==> config.mk <==
export PLATFORM = sky130hd
export DESIGN_NAME = assoc_agree_btb
export DESIGN_NICKNAME = d
export VERILOG_FILES = /design/src/rtl/btb_pkg.sv /design/src/rtl/btb_way.sv /design/src/rtl/assoc_agree_btb.sv
export SDC_FILE = /design/constraint.sdc
export NUM_CORES = 2
export LEC_CHECK = 0
export CAP_MARGIN = 20
export CELL_PAD_IN_SITES_DETAIL_PLACEMENT = 0
export CELL_PAD_IN_SITES_GLOBAL_PLACEMENT = 1
export CORE_AREA = 2 2 295 515
export CTS_CLUSTER_SIZE = 40
export DETAILED_ROUTE_END_ITERATION = 16
export DIE_AREA = 0 0 297 517
export PLACE_DENSITY = 0.84
export SYNTH_ARGS = -nofsm -noshare
export SYNTH_HDL_FRONTEND = slang
export SYNTH_SLANG_ARGS = --single-unit
==> constraint.sdc <==
create_clock -name clk_i -period 8.3 [get_ports clk_i]
set_input_delay 1.66 -clock clk_i [delete_from_list [all_inputs] [get_ports clk_i]]
set_output_delay 1.66 -clock clk_i [all_outputs]
set_load 0.05 [all_outputs]
==> src/rtl/btb_pkg.sv <==
// Shared types and default sizing for the associative agree BTB.
package btb_pkg;

    localparam int unsigned DEF_INDEX_WIDTH = 4;
    localparam int unsigned DEF_NUM_WAYS    = 2;

    typedef enum logic {
        ST_IDLE  = 1'b0,
        ST_FLUSH = 1'b1
    } flush_state_e;

endpackage

==> src/rtl/btb_way.sv <==
// One BTB way: per-set valid/tag/target/bias with async read, sync write, per-set clear.
module btb_way #(
    parameter int unsigned INDEX_WIDTH = 4,
    parameter int unsigned TAG_W       = 26
) (
    input  logic                   clk_i,
    input  logic                   rst_ni,
    // lookup read port
    input  logic [INDEX_WIDTH-1:0] rd_idx,
    output logic                   rd_valid,
    output logic [TAG_W-1:0]       rd_tag,
    output logic [31:0]            rd_target,
    output logic                   rd_bias,
    // update read port, also the write address
    input  logic [INDEX_WIDTH-1:0] up_idx,
    output logic                   up_valid,
    output logic [TAG_W-1:0]       up_tag,
    // write controls
    input  logic                   alloc_en,
    input  logic                   tgt_en,
    input  logic [TAG_W-1:0]       wr_tag,
    input  logic [31:0]            wr_target,
    input  logic                   wr_bias,
    // flush clear
    input  logic                   clr_en,
    input  logic [INDEX_WIDTH-1:0] clr_idx
);

    localparam int unsigned SETS = 1 << INDEX_WIDTH;

    logic [SETS-1:0]  valid_q;
    logic [TAG_W-1:0] tag_q    [SETS];
    logic [31:0]      target_q [SETS];
    logic             bias_q   [SETS];

    // Valid bits: reset and flush clear them, allocation sets them.
    always_ff @(posedge clk_i or negedge rst_ni) begin
        if (!rst_ni) begin
            valid_q <= '0;
        end else if (clr_en) begin
            valid_q[clr_idx] <= 1'b0;
        end else if (alloc_en) begin
            valid_q[up_idx] <= 1'b1;
        end
    end

    // Payload storage is left unreset; valid masks stale contents.
    always_ff @(posedge clk_i) begin
        if (alloc_en) begin
            tag_q[up_idx]  <= wr_tag;
            bias_q[up_idx] <= wr_bias;
        end
        if (alloc_en || tgt_en) begin
            target_q[up_idx] <= wr_target;
        end
    end

    assign rd_valid  = valid_q[rd_idx];
    assign rd_tag    = tag_q[rd_idx];
    assign rd_target = target_q[rd_idx];
    assign rd_bias   = bias_q[rd_idx];
    assign up_valid  = valid_q[up_idx];
    assign up_tag    = tag_q[up_idx];

endmodule

==> src/rtl/assoc_agree_btb.sv <==
// Set-associative BTB with agree bias, round-robin replacement and a sequential flush.
module assoc_agree_btb
    import btb_pkg::*;
#(
    parameter int unsigned INDEX_WIDTH = DEF_INDEX_WIDTH,
    parameter int unsigned NUM_WAYS    = DEF_NUM_WAYS
) (
    input  logic                        clk_i,
    input  logic                        rst_ni,
    input  logic [31:0]                 rd_pc_i,
    output logic                        hit_o,
    output logic [31:0]                 target_o,
    output logic                        bias_o,
    output logic [$clog2(NUM_WAYS)-1:0] hit_way_o,
    input  logic                        wr_en_i,
    input  logic [31:0]                 wr_pc_i,
    input  logic [31:0]                 wr_target_i,
    input  logic                        wr_taken_i,
    input  logic                        flush_i,
    output logic                        busy_o
);

    localparam int unsigned WAY_W = $clog2(NUM_WAYS);
    localparam int unsigned TAG_W = 30 - INDEX_WIDTH;
    localparam int unsigned SETS  = 1 << INDEX_WIDTH;

    // PC field split; the byte offset bits carry no information.
    logic [INDEX_WIDTH-1:0] rd_idx, wr_idx;
    logic [TAG_W-1:0]       rd_tag, wr_tag;
    logic                   unused_pc_lsbs;

    assign rd_idx         = rd_pc_i[INDEX_WIDTH+1:2];
    assign rd_tag         = rd_pc_i[31:INDEX_WIDTH+2];
    assign wr_idx         = wr_pc_i[INDEX_WIDTH+1:2];
    assign wr_tag         = wr_pc_i[31:INDEX_WIDTH+2];
    assign unused_pc_lsbs = ^{rd_pc_i[1:0], wr_pc_i[1:0]};

    flush_state_e           state_q, state_d;
    logic [INDEX_WIDTH-1:0] cnt_q, cnt_d;
    logic                   clr_en;
    logic                   busy;

    assign busy   = (state_q == ST_FLUSH);
    assign busy_o = busy;

    logic [NUM_WAYS-1:0] rd_valid_w, rd_bias_w, up_valid_w;
    logic [TAG_W-1:0]    rd_tag_w    [NUM_WAYS];
    logic [31:0]         rd_target_w [NUM_WAYS];
    logic [TAG_W-1:0]    up_tag_w    [NUM_WAYS];
    logic [NUM_WAYS-1:0] alloc_en_w, tgt_en_w;

    for (genvar w = 0; w < NUM_WAYS; w++) begin : g_way
        btb_way #(
            .INDEX_WIDTH (INDEX_WIDTH),
            .TAG_W       (TAG_W)
        ) u_way (
            .clk_i     (clk_i),
            .rst_ni    (rst_ni),
            .rd_idx    (rd_idx),
            .rd_valid  (rd_valid_w[w]),
            .rd_tag    (rd_tag_w[w]),
            .rd_target (rd_target_w[w]),
            .rd_bias   (rd_bias_w[w]),
            .up_idx    (wr_idx),
            .up_valid  (up_valid_w[w]),
            .up_tag    (up_tag_w[w]),
            .alloc_en  (alloc_en_w[w]),
            .tgt_en    (tgt_en_w[w]),
            .wr_tag    (wr_tag),
            .wr_target (wr_target_i),
            .wr_bias   (wr_taken_i),
            .clr_en    (clr_en),
            .clr_idx   (cnt_q)
        );
    end

    // Combinational lookup; lowest matching way wins, everything masked while flushing.
    always_comb begin
        hit_o     = 1'b0;
        target_o  = '0;
        bias_o    = 1'b0;
        hit_way_o = '0;
        if (!busy) begin
            for (int w = NUM_WAYS - 1; w >= 0; w--) begin
                if (rd_valid_w[w] && (rd_tag_w[w] == rd_tag)) begin
                    hit_o     = 1'b1;
                    target_o  = rd_target_w[w];
                    bias_o    = rd_bias_w[w];
                    hit_way_o = WAY_W'(w);
                end
            end
        end
    end

    logic [SETS-1:0][WAY_W-1:0] ptr_q;
    logic                       wr_accept;
    logic                       up_hit, has_free;
    logic [WAY_W-1:0]           up_way, free_way, victim;

    // Writes are dropped while flushing and when a flush request arrives in the same cycle.
    assign wr_accept = wr_en_i && !busy && !flush_i;

    // Update-side tag match and victim choice: lowest invalid way, else the round-robin pointer.
    always_comb begin
        up_hit   = 1'b0;
        up_way   = '0;
        has_free = 1'b0;
        free_way = '0;
        for (int w = NUM_WAYS - 1; w >= 0; w--) begin
            if (up_valid_w[w] && (up_tag_w[w] == wr_tag)) begin
                up_hit = 1'b1;
                up_way = WAY_W'(w);
            end
            if (!up_valid_w[w]) begin
                has_free = 1'b1;
                free_way = WAY_W'(w);
            end
        end
        victim = has_free ? free_way : ptr_q[wr_idx];
    end

    // Per-way write strobes: full allocation on miss, target-only rewrite on hit.
    always_comb begin
        alloc_en_w = '0;
        tgt_en_w   = '0;
        for (int w = 0; w < NUM_WAYS; w++) begin
            alloc_en_w[w] = wr_accept && !up_hit && (victim == WAY_W'(w));
            tgt_en_w[w]   = wr_accept &&  up_hit && (up_way == WAY_W'(w));
        end
    end

    // Victim pointers advance only when a full set is evicted; flush clears them per set.
    always_ff @(posedge clk_i or negedge rst_ni) begin
        if (!rst_ni) begin
            ptr_q <= '0;
        end else if (clr_en) begin
            ptr_q[cnt_q] <= '0;
        end else if (wr_accept && !up_hit && !has_free) begin
            ptr_q[wr_idx] <= ptr_q[wr_idx] + WAY_W'(1);
        end
    end

    // Flush FSM state and set counter.
    always_ff @(posedge clk_i or negedge rst_ni) begin
        if (!rst_ni) begin
            state_q <= ST_IDLE;
            cnt_q   <= '0;
        end else begin
            state_q <= state_d;
            cnt_q   <= cnt_d;
        end
    end

    // Flush FSM next state: one set cleared per cycle, a new request restarts at set 0.
    always_comb begin
        state_d = state_q;
        cnt_d   = cnt_q;
        clr_en  = 1'b0;
        unique case (state_q)
            ST_IDLE: begin
                if (flush_i) begin
                    state_d = ST_FLUSH;
                    cnt_d   = '0;
                end
            end
            ST_FLUSH: begin
                clr_en = 1'b1;
                if (flush_i) begin
                    cnt_d = '0;
                end else begin
                    cnt_d = cnt_q + INDEX_WIDTH'(1);
                    if (&cnt_q) begin
                        state_d = ST_IDLE;
                    end
                end
            end
            default: begin
                state_d = ST_IDLE;
                cnt_d   = '0;
            end
        endcase
    end

endmodule

==> results.md <==
* Outcome: completed
* Hold depth at 2
* Peak supply drop at 0.229 mV
* Sequential fraction of the synthesis area at 0.697
* Setup violators final at 0
* Chip height at 517 µm
* Residual DRC at 0
* Vias in the first global route at 46.3k
* Post-Route WL at 238000 µm
* Initial Util at 0.556
* Critical Path End Type: output pin
* Final core occ at 0.632
* I/O Pins at 137
* Die Area at 154000 µm²
* Synth Area in Adders at 0.000602
* Worst skew pair latency at about 0.84 ns
* Multiplexer area fraction after synthesis at 0.229
* Root buf cell: clkbuf_16
* Worst EP arrival at between 6 and 7 ns
* Max Clock Skew at 0.0372 ns
* Post-synth top cells: edfxtp_1 (1888), mux4_2 (775), mux2i_1 (141), nand2_1 (96), clkbuf_1 (89)
* Syn Std Cell Area at ~83000 µm²
* Post-CTS setup buffers at 0
* Slowest cell on crit path: mux4_2
* Initial DRC Count at 5805
* Area grow syn2layout at 13.7%
* GRT Overall Usage at 0.314
* Routed Antenna Nets at 0
* Net Count, Synth at 4035
* CTS buffer count at around 170
* Worst min path class: reg -> reg
* Vias per inst at between 6 and 7
* Reg2reg setup slack at 3.35 ns
* Max Buffers Root-to-Sink at 3
* Crit path capture: target_o[14]
* Avg Cell Area, Syn at 21.2 µm²
* Total iterations of the first detailed-routing run at 6
* Row cnt at 188
* DR vias at 44.3k
* First-pass GRT wire length at 336000 µm
* Max-slew violation count at 0
* Largest stage delay on the critical path at 0.53 ns
* TritonCTS clock tree: yes
* Post-synth top flop: edfxtp_1
* Critical path launch point type: input port
* RSZ-0062 raised after global routing: no
* RR Endpoint: g_way[1].u_way.tag_q[2][13]$_DFFE_PP_
* Initial antenna violation count at 11
* Port Buf Inserts at roughly 130
* Synthesis Warnings at 0
* Final period util at 0.967
* Synth Area in Compound Gates at 0.0198
* Chain of cells forming the critical path: buf_8 -> buf_12 -> buf_12 -> mux4_2 -> mux4_2 -> xnor2_1 -> nand4_1 -> nor4_1 -> buf_4 -> nand4_1 -> buf_4 -> or2_2 -> buf_12 -> o22ai_1 -> buf_4 -> buf_12
* Critical Path Source: rd_pc_i[2]
* Reg2Reg Launch Point: g_way[0].u_way.tag_q[5][24]$_DFFE_PP_
* Post-Route Setup TNS at 0 ns
* FF-to-FF path depth at 12
* WL per Instance at between 30 and 40 µm
* Nets at 4314
* Max Cap Viol at 0
* Synth Instances at 3930
* CTS Hold Bufs at 0
* Clk sinks at 1941
* Post-CTS Resized at 0
* Post-synth ARST share at 0.0273
* Worst slew pin tran at roughly 1.2 ns
* GP Congestion at 0.938
* Max FO, Critical Path at 33
* Final HPWL DP at 140000 µm
* Tmin final at approximately 8 ns
* Simple-gate share of the synthesized area at 0.0213
* Area share of the largest cell type after synthesis at 0.681
* Post-synthesis xor/xnor area fraction at 0.0122
* Leakage dissipation at around 30 nW
* Die X at 297 µm
* Layout cells sized above 1 at 0.323
* Total grt overflow at 0
* PD cells at 214 nW/µm²
* Top cells by area, synth: edfxtp_1 (68%), mux4_2 (21%), mux2i_1 (1.7%), dfrtp_1 (1.6%), xnor2_1 (0.85%)
* Fin. Hold Viols at 0
* Count leader, synth: edfxtp_1
* Combinational family with the most area after synthesis: multiplexers
* Clk pin slew, worst setup/hold paths at 0.06 ns
* Post-synth EDFFs at about 1.9k
* WP data required at 6.64 ns
* Kind of critical path: in -> out
* Rel. slew slack at 0.204
* Post-synth cell types at 70
* Synth area leader: edfxtp_1
* Yosys reg bits at roughly 1.9k
* Core Area at 150000 µm²
* Largest net degree at the start of global routing at 118
* Achievable frequency at 125 MHz
* H-tree lvl count at 4
* Crit-path most repeated cell: buf_12
[critical path: cells and delay by family]
family	cells	cell delay [ns]
buffers and inverters	8	1.78
multiplexers	2	1.05
AND/OR/NAND/NOR	4	0.97
XOR/XNOR	1	0.53
AO/OA/AOI/OAI	1	0.30
[layout make-up]
| cell class | count | area [µm²] |
|---|---|---|
| inverters | 93 | 349 |
| flip-flops and latches | 1941 | 58000 |
| clock inverters | 105 | 1120 |
| clock buffers | 197 | 4420 |
| well taps | 1995 | 2500 |
| repair buffers | 360 | 4190 |
| fillers | 9895 | 55000 |
| multi-input cells | 1645 | 24000 |
| diodes | 8 | 20.0 |
[how the worst min path moves through the flow]
stage                                      startpoint                                endpoint  slack, ns
5_1_grt         g_way[0].u_way.valid_q[6]$_DFFE_PN0P_   g_way[0].u_way.valid_q[6]$_DFFE_PN0P_       0.54
2_1_floorplan  g_way[0].u_way.valid_q[14]$_DFFE_PN0P_  g_way[0].u_way.valid_q[14]$_DFFE_PN0P_       0.46
3_3_place_gp    g_way[0].u_way.valid_q[3]$_DFFE_PN0P_   g_way[0].u_way.valid_q[3]$_DFFE_PN0P_       0.47
3_5_place_dp    g_way[0].u_way.valid_q[7]$_DFFE_PN0P_   g_way[0].u_way.valid_q[7]$_DFFE_PN0P_       0.49
4_1_cts         g_way[1].u_way.valid_q[7]$_DFFE_PN0P_   g_way[1].u_way.valid_q[7]$_DFFE_PN0P_       0.51
6_report        g_way[1].u_way.valid_q[4]$_DFFE_PN0P_   g_way[1].u_way.valid_q[4]$_DFFE_PN0P_       0.51
[where the power goes]
| part | internal (mW) | leakage [nW] | total [mW] | switching [mW] |
|---|---|---|---|---|
| logic | 0.615 | 9.82 | 1.47 | 0.857 |
| clock network | 4.45 | 2.69 | 8.00 | 3.55 |
| registers | 10.8 | 17.6 | 10.8 | 0.0240 |
| total | 15.8 | 30.1 | 20.3 | 4.43 |
[layout by cell type (no fill, tap or decap), types with 7 or more instances in the layout]
| master | instances |
|---|---|
| mux2_2 | 16 |
| inv_1 | 87 |
| buf_4 | 165 |
| diode_2 | 8 |
| a211oi_1 | 10 |
| nand2_1 | 95 |
| nor3_2 | 17 |
| bufinv_16 | 20 |
| nor2b_1 | 10 |
| a221oi_1 | 7 |
| edfxtp_1 | 1888 |
| nand2b_1 | 9 |
| nor3_4 | 7 |
| buf_12 | 91 |
| nor2_1 | 42 |
| nor2_4 | 35 |
| mux4_2 | 775 |
| o22ai_1 | 50 |
| a22oi_1 | 37 |
| clkinv_2 | 29 |
| nor4_1 | 18 |
| clkbuf_16 | 174 |
| clkinvlp_4 | 12 |
| clkbuf_1 | 24 |
| o41ai_1 | 17 |
| a21oi_1 | 34 |
| o21ai_0 | 49 |
| mux2i_1 | 141 |
| nor3_1 | 16 |
| nand3_1 | 21 |
| clkinv_1 | 30 |
| xnor2_1 | 81 |
| xor2_1 | 35 |
| inv_6 | 9 |
| nand4_1 | 16 |
| a31oi_1 | 9 |
| dfrtp_1 | 53 |
| clkdlybuf4s50_1 | 88 |
[state kept, by name, summed over array words and instances, names as in the netlist]
register,cells
g_way.u_way.tag_q,832
g_way.u_way.valid_q,32
cnt_q,4
busy_o,1
g_way.u_way.target_q,1024
ptr_q,16
g_way.u_way.bias_q,32
[metal layers]
metal,routed length [µm],GRT usage,up-vias
met2,125000,0.552,2987
met3,20700,0.0586,751
met1,73600,0.350,23281
met5,72,0,-
met4,18400,0.209,10
li1,-,-,17280
[metrics by stage]
| step | total power, mW | cells | setup WS, ns | hold WS, ns | cell area (µm²) |
|---|---|---|---|---|---|
| finish | 20.3 | 6344 | 0.278 | 0.508 | 94600 |
| global route | 20.7 | 6340 | 0.154 | 0.541 | 94600 |
| CTS | 20.3 | 6329 | 0.295 | 0.508 | 94400 |
| detailed placement | 12.4 | 6027 | 0.340 | 0.495 | 88900 |
| global placement | 12.4 | 6025 | 0.314 | 0.474 | 88800 |
| floorplan | 11.9 | 3930 | 0.613 | 0.459 | 83200 |
[cell families after synthesis]
| family | count (synthesis) |
|---|---|
| AO/OA/AOI/OAI | 246 |
| XOR/XNOR | 116 |
| adder cells (fa/ha/maj) | 4 |
| buffers and inverters | 344 |
| flip-flops | 1941 |
| multiplexers | 932 |
| AND/OR/NAND/NOR | 347 |
Note: power is estimated with default switching activity, not from simulation.
